<file path="src/rtl/contador_param.sv">
// Parameterised LED counter: prescaled step rate, up/down/ping-pong/hold modes,
// clamped synchronous load, async-assert / sync-release reset.
module contador_param #(
  parameter int CLK_HZ  = 100_000_000,
  parameter int TICK_HZ = 1,
  parameter int WIDTH   = 4,
  parameter int MODULO  = 16
) (
  input  logic             clk,
  input  logic             rst_n,
  input  logic             en,
  input  logic [1:0]       mode,
  input  logic             load,
  input  logic [WIDTH-1:0] load_val,
  output logic [WIDTH-1:0] leds,
  output logic             tick,
  output logic             wrap,
  output logic             dir
);

  localparam int DIV   = (TICK_HZ > 0) ? CLK_HZ / TICK_HZ : 0;
  localparam int PSC_W = (DIV > 1) ? $clog2(DIV) : 1;
  localparam logic [PSC_W-1:0] PSC_MAX = PSC_W'((DIV > 0) ? DIV - 1 : 0);
  localparam logic [PSC_W-1:0] PSC_ONE = PSC_W'(1);
  localparam logic [WIDTH-1:0] CNT_MAX = WIDTH'((MODULO > 0) ? MODULO - 1 : 0);
  localparam logic [WIDTH-1:0] PP_LOW  = WIDTH'((MODULO > 1) ? MODULO - 2 : 0);
  localparam logic [WIDTH-1:0] ONE     = WIDTH'(1);

  localparam logic MODES_OK = (WIDTH >= 1) && (MODULO >= 1) &&
                              (longint'(MODULO) <= (longint'(1) << WIDTH));

  if ((DIV < 1) || !MODES_OK) begin : g_param_check
    $fatal(1, "contador_param: illegal parameters (need DIV>=1, WIDTH>=1, 1<=MODULO<=2**WIDTH)");
  end

  localparam logic [1:0] MODE_UP   = 2'b00;
  localparam logic [1:0] MODE_DOWN = 2'b01;
  localparam logic [1:0] MODE_PP   = 2'b10;

  logic [1:0]       rst_sync_reg;
  logic             run_ok;
  logic [PSC_W-1:0] psc_reg;
  logic [WIDTH-1:0] count_reg, count_next;
  logic             dir_reg, dir_next;
  logic             wrap_next;
  logic             tick_reg, wrap_reg;
  logic             step;
  logic [WIDTH-1:0] load_clamped;

  // Reset asserts immediately but releases only after two clean clock edges.
  always_ff @(posedge clk or negedge rst_n) begin
    if (!rst_n) begin
      rst_sync_reg <= '0;
    end else begin
      rst_sync_reg <= {rst_sync_reg[0], 1'b1};
    end
  end

  assign run_ok       = rst_sync_reg[1];
  assign step         = (psc_reg == PSC_MAX);
  assign load_clamped = (load_val > CNT_MAX) ? CNT_MAX : load_val;

  always_comb begin
    count_next = count_reg;
    dir_next   = dir_reg;
    wrap_next  = 1'b0;
    case (mode)
      MODE_UP: begin
        if (count_reg == CNT_MAX) begin
          count_next = '0;
          wrap_next  = (MODULO > 1);
        end else begin
          count_next = count_reg + ONE;
        end
      end
      MODE_DOWN: begin
        if (count_reg == '0) begin
          count_next = CNT_MAX;
          wrap_next  = (MODULO > 1);
        end else begin
          count_next = count_reg - ONE;
        end
      end
      MODE_PP: begin
        // A single-value range has nowhere to bounce to: stay put, no reversal.
        if (MODULO == 1) begin
          count_next = '0;
        end else if (count_reg == CNT_MAX) begin
          count_next = PP_LOW;
          dir_next   = 1'b0;
          wrap_next  = 1'b1;
        end else if (count_reg == '0) begin
          count_next = ONE;
          dir_next   = 1'b1;
          wrap_next  = 1'b1;
        end else begin
          count_next = dir_reg ? count_reg + ONE : count_reg - ONE;
        end
      end
      default: begin
        count_next = count_reg;
      end
    endcase
  end

  always_ff @(posedge clk or negedge rst_n) begin
    if (!rst_n) begin
      psc_reg   <= '0;
      count_reg <= '0;
      dir_reg   <= 1'b1;
      tick_reg  <= 1'b0;
      wrap_reg  <= 1'b0;
    end else if (!run_ok) begin
      psc_reg   <= '0;
      count_reg <= '0;
      dir_reg   <= 1'b1;
      tick_reg  <= 1'b0;
      wrap_reg  <= 1'b0;
    end else if (load) begin
      psc_reg   <= '0;
      count_reg <= load_clamped;
      tick_reg  <= 1'b0;
      wrap_reg  <= 1'b0;
    end else if (en) begin
      psc_reg  <= step ? '0 : psc_reg + PSC_ONE;
      tick_reg <= step;
      if (step) begin
        count_reg <= count_next;
        dir_reg   <= dir_next;
        wrap_reg  <= wrap_next;
      end else begin
        wrap_reg  <= 1'b0;
      end
    end else begin
      tick_reg <= 1'b0;
      wrap_reg <= 1'b0;
    end
  end

  assign leds = count_reg;
  assign tick = tick_reg;
  assign wrap = wrap_reg;
  assign dir  = dir_reg;

endmodule

</file>
<file path="config.mk">
export PLATFORM = sky130hd
export DESIGN_NAME = contador_param
export DESIGN_NICKNAME = d
export VERILOG_FILES = /design/src/rtl/contador_param.sv
export SDC_FILE = /design/constraint.sdc
export NUM_CORES = 1
export LEC_CHECK = 0
export ABC_AREA = 1
export CORE_ASPECT_RATIO = 1.75
export CORE_MARGIN = 5
export CORE_UTILIZATION = 34
export CTS_CLUSTER_SIZE = 12
export DETAILED_ROUTE_END_ITERATION = 6
export PLACE_DENSITY_LB_ADDON = 0.3
export SYNTH_ARGS = -nofsm -noshare
export SYNTH_HDL_FRONTEND = slang
export SYNTH_SLANG_ARGS = --single-unit
</file>
<file path="constraint.sdc">
create_clock -name clk -period 2.25 [get_ports clk]
set_input_delay 0.3375 -clock clk [delete_from_list [all_inputs] [get_ports clk]]
set_output_delay 0.3375 -clock clk [all_outputs]
set_load 0.02 [all_outputs]
</file>
## Word level (Yosys, flattened, before mapping)

Index checks and enable logic that the tools add are counted.

| storage, ports and cells | value |
|---|---|
| flip-flop bits (word level) | 36 |
| latch bits | 0 |
| memory bits (writable) | 0 |
| bits in read-only memories | 0 |
| input port bits | 10 |
| output and inout port bits | 7 |
| memories kept | 0 |

| cells by class | value |
|---|---|
| add/sub/neg operators | 3 |
| $mul | 0 |
| divide/modulo/power cells | 0 |
| order comparisons | 1 |
| equal/unequal tests | 12 |
| shift-type cells | 0 |
| mux-type cells | 33 |
| bitwise gates (word level) | 0 |
| reduce and logical (&&, ||, !) cells | 4 |

Operators with widths:

| operator | count |
|---|---|
| $mux W27 | 4 |
| $mux W4 | 10 |
| $add A27 B1 Y27 const B | 1 |
| $eq A27 B27 Y1 const B | 1 |
| $mux W1 | 17 |
| $pmux W4 S3 | 1 |
| $ne A5 B2 Y1 const B | 1 |
| $reduce_and A5 Y1 | 1 |
| $add A4 B1 Y4 const B | 1 |
| $eq A4 B4 Y1 const B | 1 |
| $gt A4 B4 Y1 const B | 1 |
| $logic_not A4 Y1 | 1 |
| $ne A2 B1 Y1 const B | 2 |
| $ne A2 B2 Y1 const B | 2 |
| $sub A4 B1 Y4 const B | 1 |
| $ne A3 B1 Y1 const B | 1 |
| $ne A3 B2 Y1 const B | 1 |
| $ne A3 B3 Y1 const B | 1 |
| $pmux W1 S3 | 1 |
| $reduce_and A3 Y1 | 1 |
| $eq A2 B1 Y1 const B | 1 |
| $eq A2 B2 Y1 const B | 1 |
| $logic_not A2 Y1 | 1 |

## Depth between registers and ports, before layout

| depth | value |
|---|---|
| depth after elaboration | 9 |
| gate-level depth with buffers | 12 |

## Worst setup path after synthesis

Ideal clock, no wire load.

| timing path | value |
|---|---|
| kind | register to register |
| from | register count_reg[0] (netlist: leds[0]) |
| to | register count_reg[1] (netlist: leds[1]) |
| setup time | 0.117 ns |
| data arrival time | 1.531 ns |
| data required time | 2.133 ns |
| setup slack | 0.602 ns |
| stages on the path, launching flop included | 13 |
| period minus slack after synthesis | 1.648 ns |
| path through | dfrtp_1 -> inv_1 -> ha_1 -> nand2_1 -> inv_1 -> nand2_1 -> nand2_1 -> inv_1 -> o21ai_0 -> o21ai_0 -> nand2_1 -> nand2_1 -> nand2_1 |

| on the way | value |
|---|---|
| cells in the longest elaborated chain, start to end | 9 |
| elaborated cells on any way between the ends | 14 |
| classes of those cells | add/sub (2); eq/ne (1); mux (10); reduce/logical (1) |

Ends and longest elaborated chain:

| element | RTL line | source |
|---|---|---|
| from (decl) | 43 | `logic [WIDTH-1:0] count_reg, count_next;` |
| from (signal assigned) | 121 | `count_reg <= load_clamped;` |
| from (signal assigned) | 128 | `count_reg <= count_next;` |
| $sub A4 B1 Y4 / $add A4 B1 Y4 (equally long branches) | 81, 97, 73 |  |
| $mux W4 | 97 | `count_next = dir_reg ? count_reg + ONE : count_reg - ONE;` |
| $mux W4 | 92 | `end else if (count_reg == '0) begin` |
| $mux W4 | 88 | `end else if (count_reg == CNT_MAX) begin` |
| $pmux W4 S3 * | 67 | `case (mode)` |
| $mux W4 * | 127 | `if (step) begin` |
| $mux W4 * | 124 | `end else if (en) begin` |
| $mux W4 * | 119 | `end else if (load) begin` |
| $mux W4 * | 113 | `end else if (!run_ok) begin` |

Every way passes the cells marked *; elsewhere a longest branch is shown, timed or not. The select of a mux whose other input is x is not followed.
A chain may end at the register's enable or synchronous reset.

## Worst setup path in the final report

Same ends and word-level chain as after synthesis.

==> reports/qor.yml <==
reg2reg_slack_ns: 0.39
largest_reg_flops: 27
seqPwrFrac: 0.407
wl_um: 6380
syn_avg_cell_area_um2: 6.99
core_area_mm2: 0.00728
critical_path.most_common_cell: "nand2_1"
yosysSeqAreaShare: 0.354
netSwitchingPower_uw: 416
die_w_um: 75.5
period_needed_ns: 1.86
clock_sinks: 36
finalMaxSlewViolations: 0
pwr-share-clk: 0.468
status: "finished, final reports clean"
area_growth_pct: 15.9
finalCritPeriodShare: 0.825
crit_family: "simple AND/OR/NAND/NOR gates"
die_area_mm2: 0.00940
syn-num-nets: 382
synth_cell_types: 38
irDropWorstVdd_v: 0.000552
path_max_fanout: 6
dp_hpwl_um: 5120
io_pins: 17
worstRegToRegCells: 12
clock.fmax_mhz: 539
grt_usage: 0.152
async_flop_share: 1.00
initial_core_util: 0.350
worstPathCellList: "inv_1 > ha_1 > nand2_1 > inv_1 > nand2_1 > nand2_1 > inv_1 > o21ai_0 > o21ai_0 > nand2_1 > nand2_1 > nand2_1"
p_leak_uw: 0.00136
antenna_found_initial: 0
netlist_instances: 365
drtIter0Drc: 133
post_cts_buffers: 0
h-tree-depth: 2
clkTransAtPathRegs_ns: 0.06
critPathCaptureType: "flip-flop"
critPathLaunch: "leds[0]"
cts_root_buf: "clkbuf_16"
rr_startpoint: "leds[0]"
crit_buf_inv: 3
drt_first_pass_iters: 4
clk_latency_ns: 0.28
grt_start_max_net_pins: 37
setup_violations: 0
vias_per_cell: 5.04
hold_buffers: 0
diodes: 0
finalNetCount: 403
synth_edf_count: 0
regArea_um2: 902
grt.overflow.total: 0
grt_pass1_vias: 2415
cap_violations: 0
placementRows: 41
vias: 2383
most-common-layout-cells: "nand2_1 (87), inv_1 (53), nor2_1 (43), dfrtp_1 (35), nand3_1 (20)"
fin_worst_skew_ns: 0.00335
crit_arrival_ns: 2.03
crit_path_top_delay_cell: "dfrtp_1"
gp_congestion: 0.977
dp_slack_ns: 0.269
min_path_type: "in -> async"
reg2reg_to: "leds[1]"
ys_seq_elements: 36
wire_per_inst_um: 13.5
startpoint_type: "flip-flop"
multi_input_area_mm2: 0.00139
grt_setup_unrepaired: "no"
worst-slew-pin-transition_ns: 0.818
drc: 0
pwr-share-comb: 0.125
cp.required_ns: 2.43
ys.warnings.count: 0
yosys_most_used_dff: "dfrtp_1"
ctsResizeCount: 0
sw_frac_of_total: 0.248
worst_slack_ns: 0.393
fillers: 781
drive_gt1_frac: 0.109
path_class: "reg -> reg"
slowest_delay_ns: 0.46
powerDensity_mw_per_mm2: 566
ant_nets: 0
cts_made_buffers: 5
hold_violations: 0
layout_commonest_cell: "nand2_1"
relSlewSlack: 0.455
grt_pass1_wl_um: 11000
tns_ns: 0
cts_tree: "done"
cts_buffer_depth: 2
io_buffer_count: 16
syn_area_mm2: 0.00255
p_int_uw: 1260
dieHeight_um: 125
## power groups by stage
stage               Sequential (uW)  Combinational, uW  Clock (uW)
floorplan                       693                127           0
global placement                693                210           0
CTS                             681                212         806
finish                          682                210         784
global route                    683                239         831
detailed placement              693                211           0
## Yosys cell counts, types with 2 or more instances
cell / n / area share
nand2_2: 9 / 0.022
o21ai_0: 14 / 0.027
nand3_2: 2 / 0.0078
nand3_1: 20 / 0.039
nand2_1: 87 / 0.13
inv_2: 7 / 0.010
dfrtp_1: 35 / 0.34
ha_1: 7 / 0.034
o21ai_1: 4 / 0.0078
nor3b_1: 2 / 0.0059
a21oi_1: 14 / 0.027
xor2_1: 3 / 0.010
xnor2_1: 3 / 0.010
inv_1: 53 / 0.078
nor2_1: 43 / 0.063
a211oi_1: 2 / 0.0059
nand4_1: 18 / 0.044
nor3_1: 12 / 0.024
nor2_4: 3 / 0.013
nor4_1: 6 / 0.015
nor2_2: 4 / 0.0098
## cell families after synthesis
group	synth area share
xor gates and xnor gates	0.0206
adders and majority gates	0.0343
and+or+nand+nor	0.407
buffers and inverters	0.102
AOI/OAI and AO/OA	0.0814
DFF	0.354
other	0.00147
## worst register-to-register path, stage by stage (launching register included)
cell	delay (ns)
dfrtp_1	0.46
inv_1	0.15
ha_1	0.25
nand2_1	0.18
inv_1	0.09
nand2_1	0.08
nand2_1	0.05
inv_1	0.06
o21ai_0	0.08
o21ai_0	0.19
nand2_1	0.07
nand2_1	0.06
nand2_1	0.05
## final cells by class
| type | instances | share of cell area |
|---|---|---|
| Multi-Input combinational cell | 265 | 0.470 |
| Sequential cell | 36 | 0.305 |
| Inverter | 62 | 0.0812 |
| Timing Repair Buffer | 16 | 0.0525 |
| Clock buffer | 6 | 0.0436 |
| Tap cell | 86 | 0.0364 |
| Clock inverter | 2 | 0.0118 |
## layer usage
layer | track usage | part of all wire
met1 | 0.153 | 0.37
met2 | 0.279 | 0.56
met3 | 0.0315 | 0.030
met4 | 0.0752 | 0.033
met5 | 0 | 0
## stage by stage
stage | cells | util | instance area, um2 | hold slack (ns) | total power, uW
after CTS | 473 | 0.406 | 2960 | 0.172 | 1700
after global placement | 465 | 0.384 | 2790 | 0.345 | 904
after global routing | 473 | 0.406 | 2960 | 0.219 | 1750
final | 473 | 0.406 | 2960 | 0.146 | 1680
after detailed placement | 465 | 0.384 | 2790 | 0.342 | 904
after floorplan | 365 | - | 2550 | 0.0419 | 820
## worst max path at each step
stage	cells past startpoint	endpoint
6_report	12	leds[1]
5_1_grt	12	leds[1]
4_1_cts	12	leds[1]
3_5_place_dp	9	psc_reg[21]
3_3_place_gp	10	leds[0]
2_1_floorplan	12	leds[1]
(Power assumes the default switching activity.)
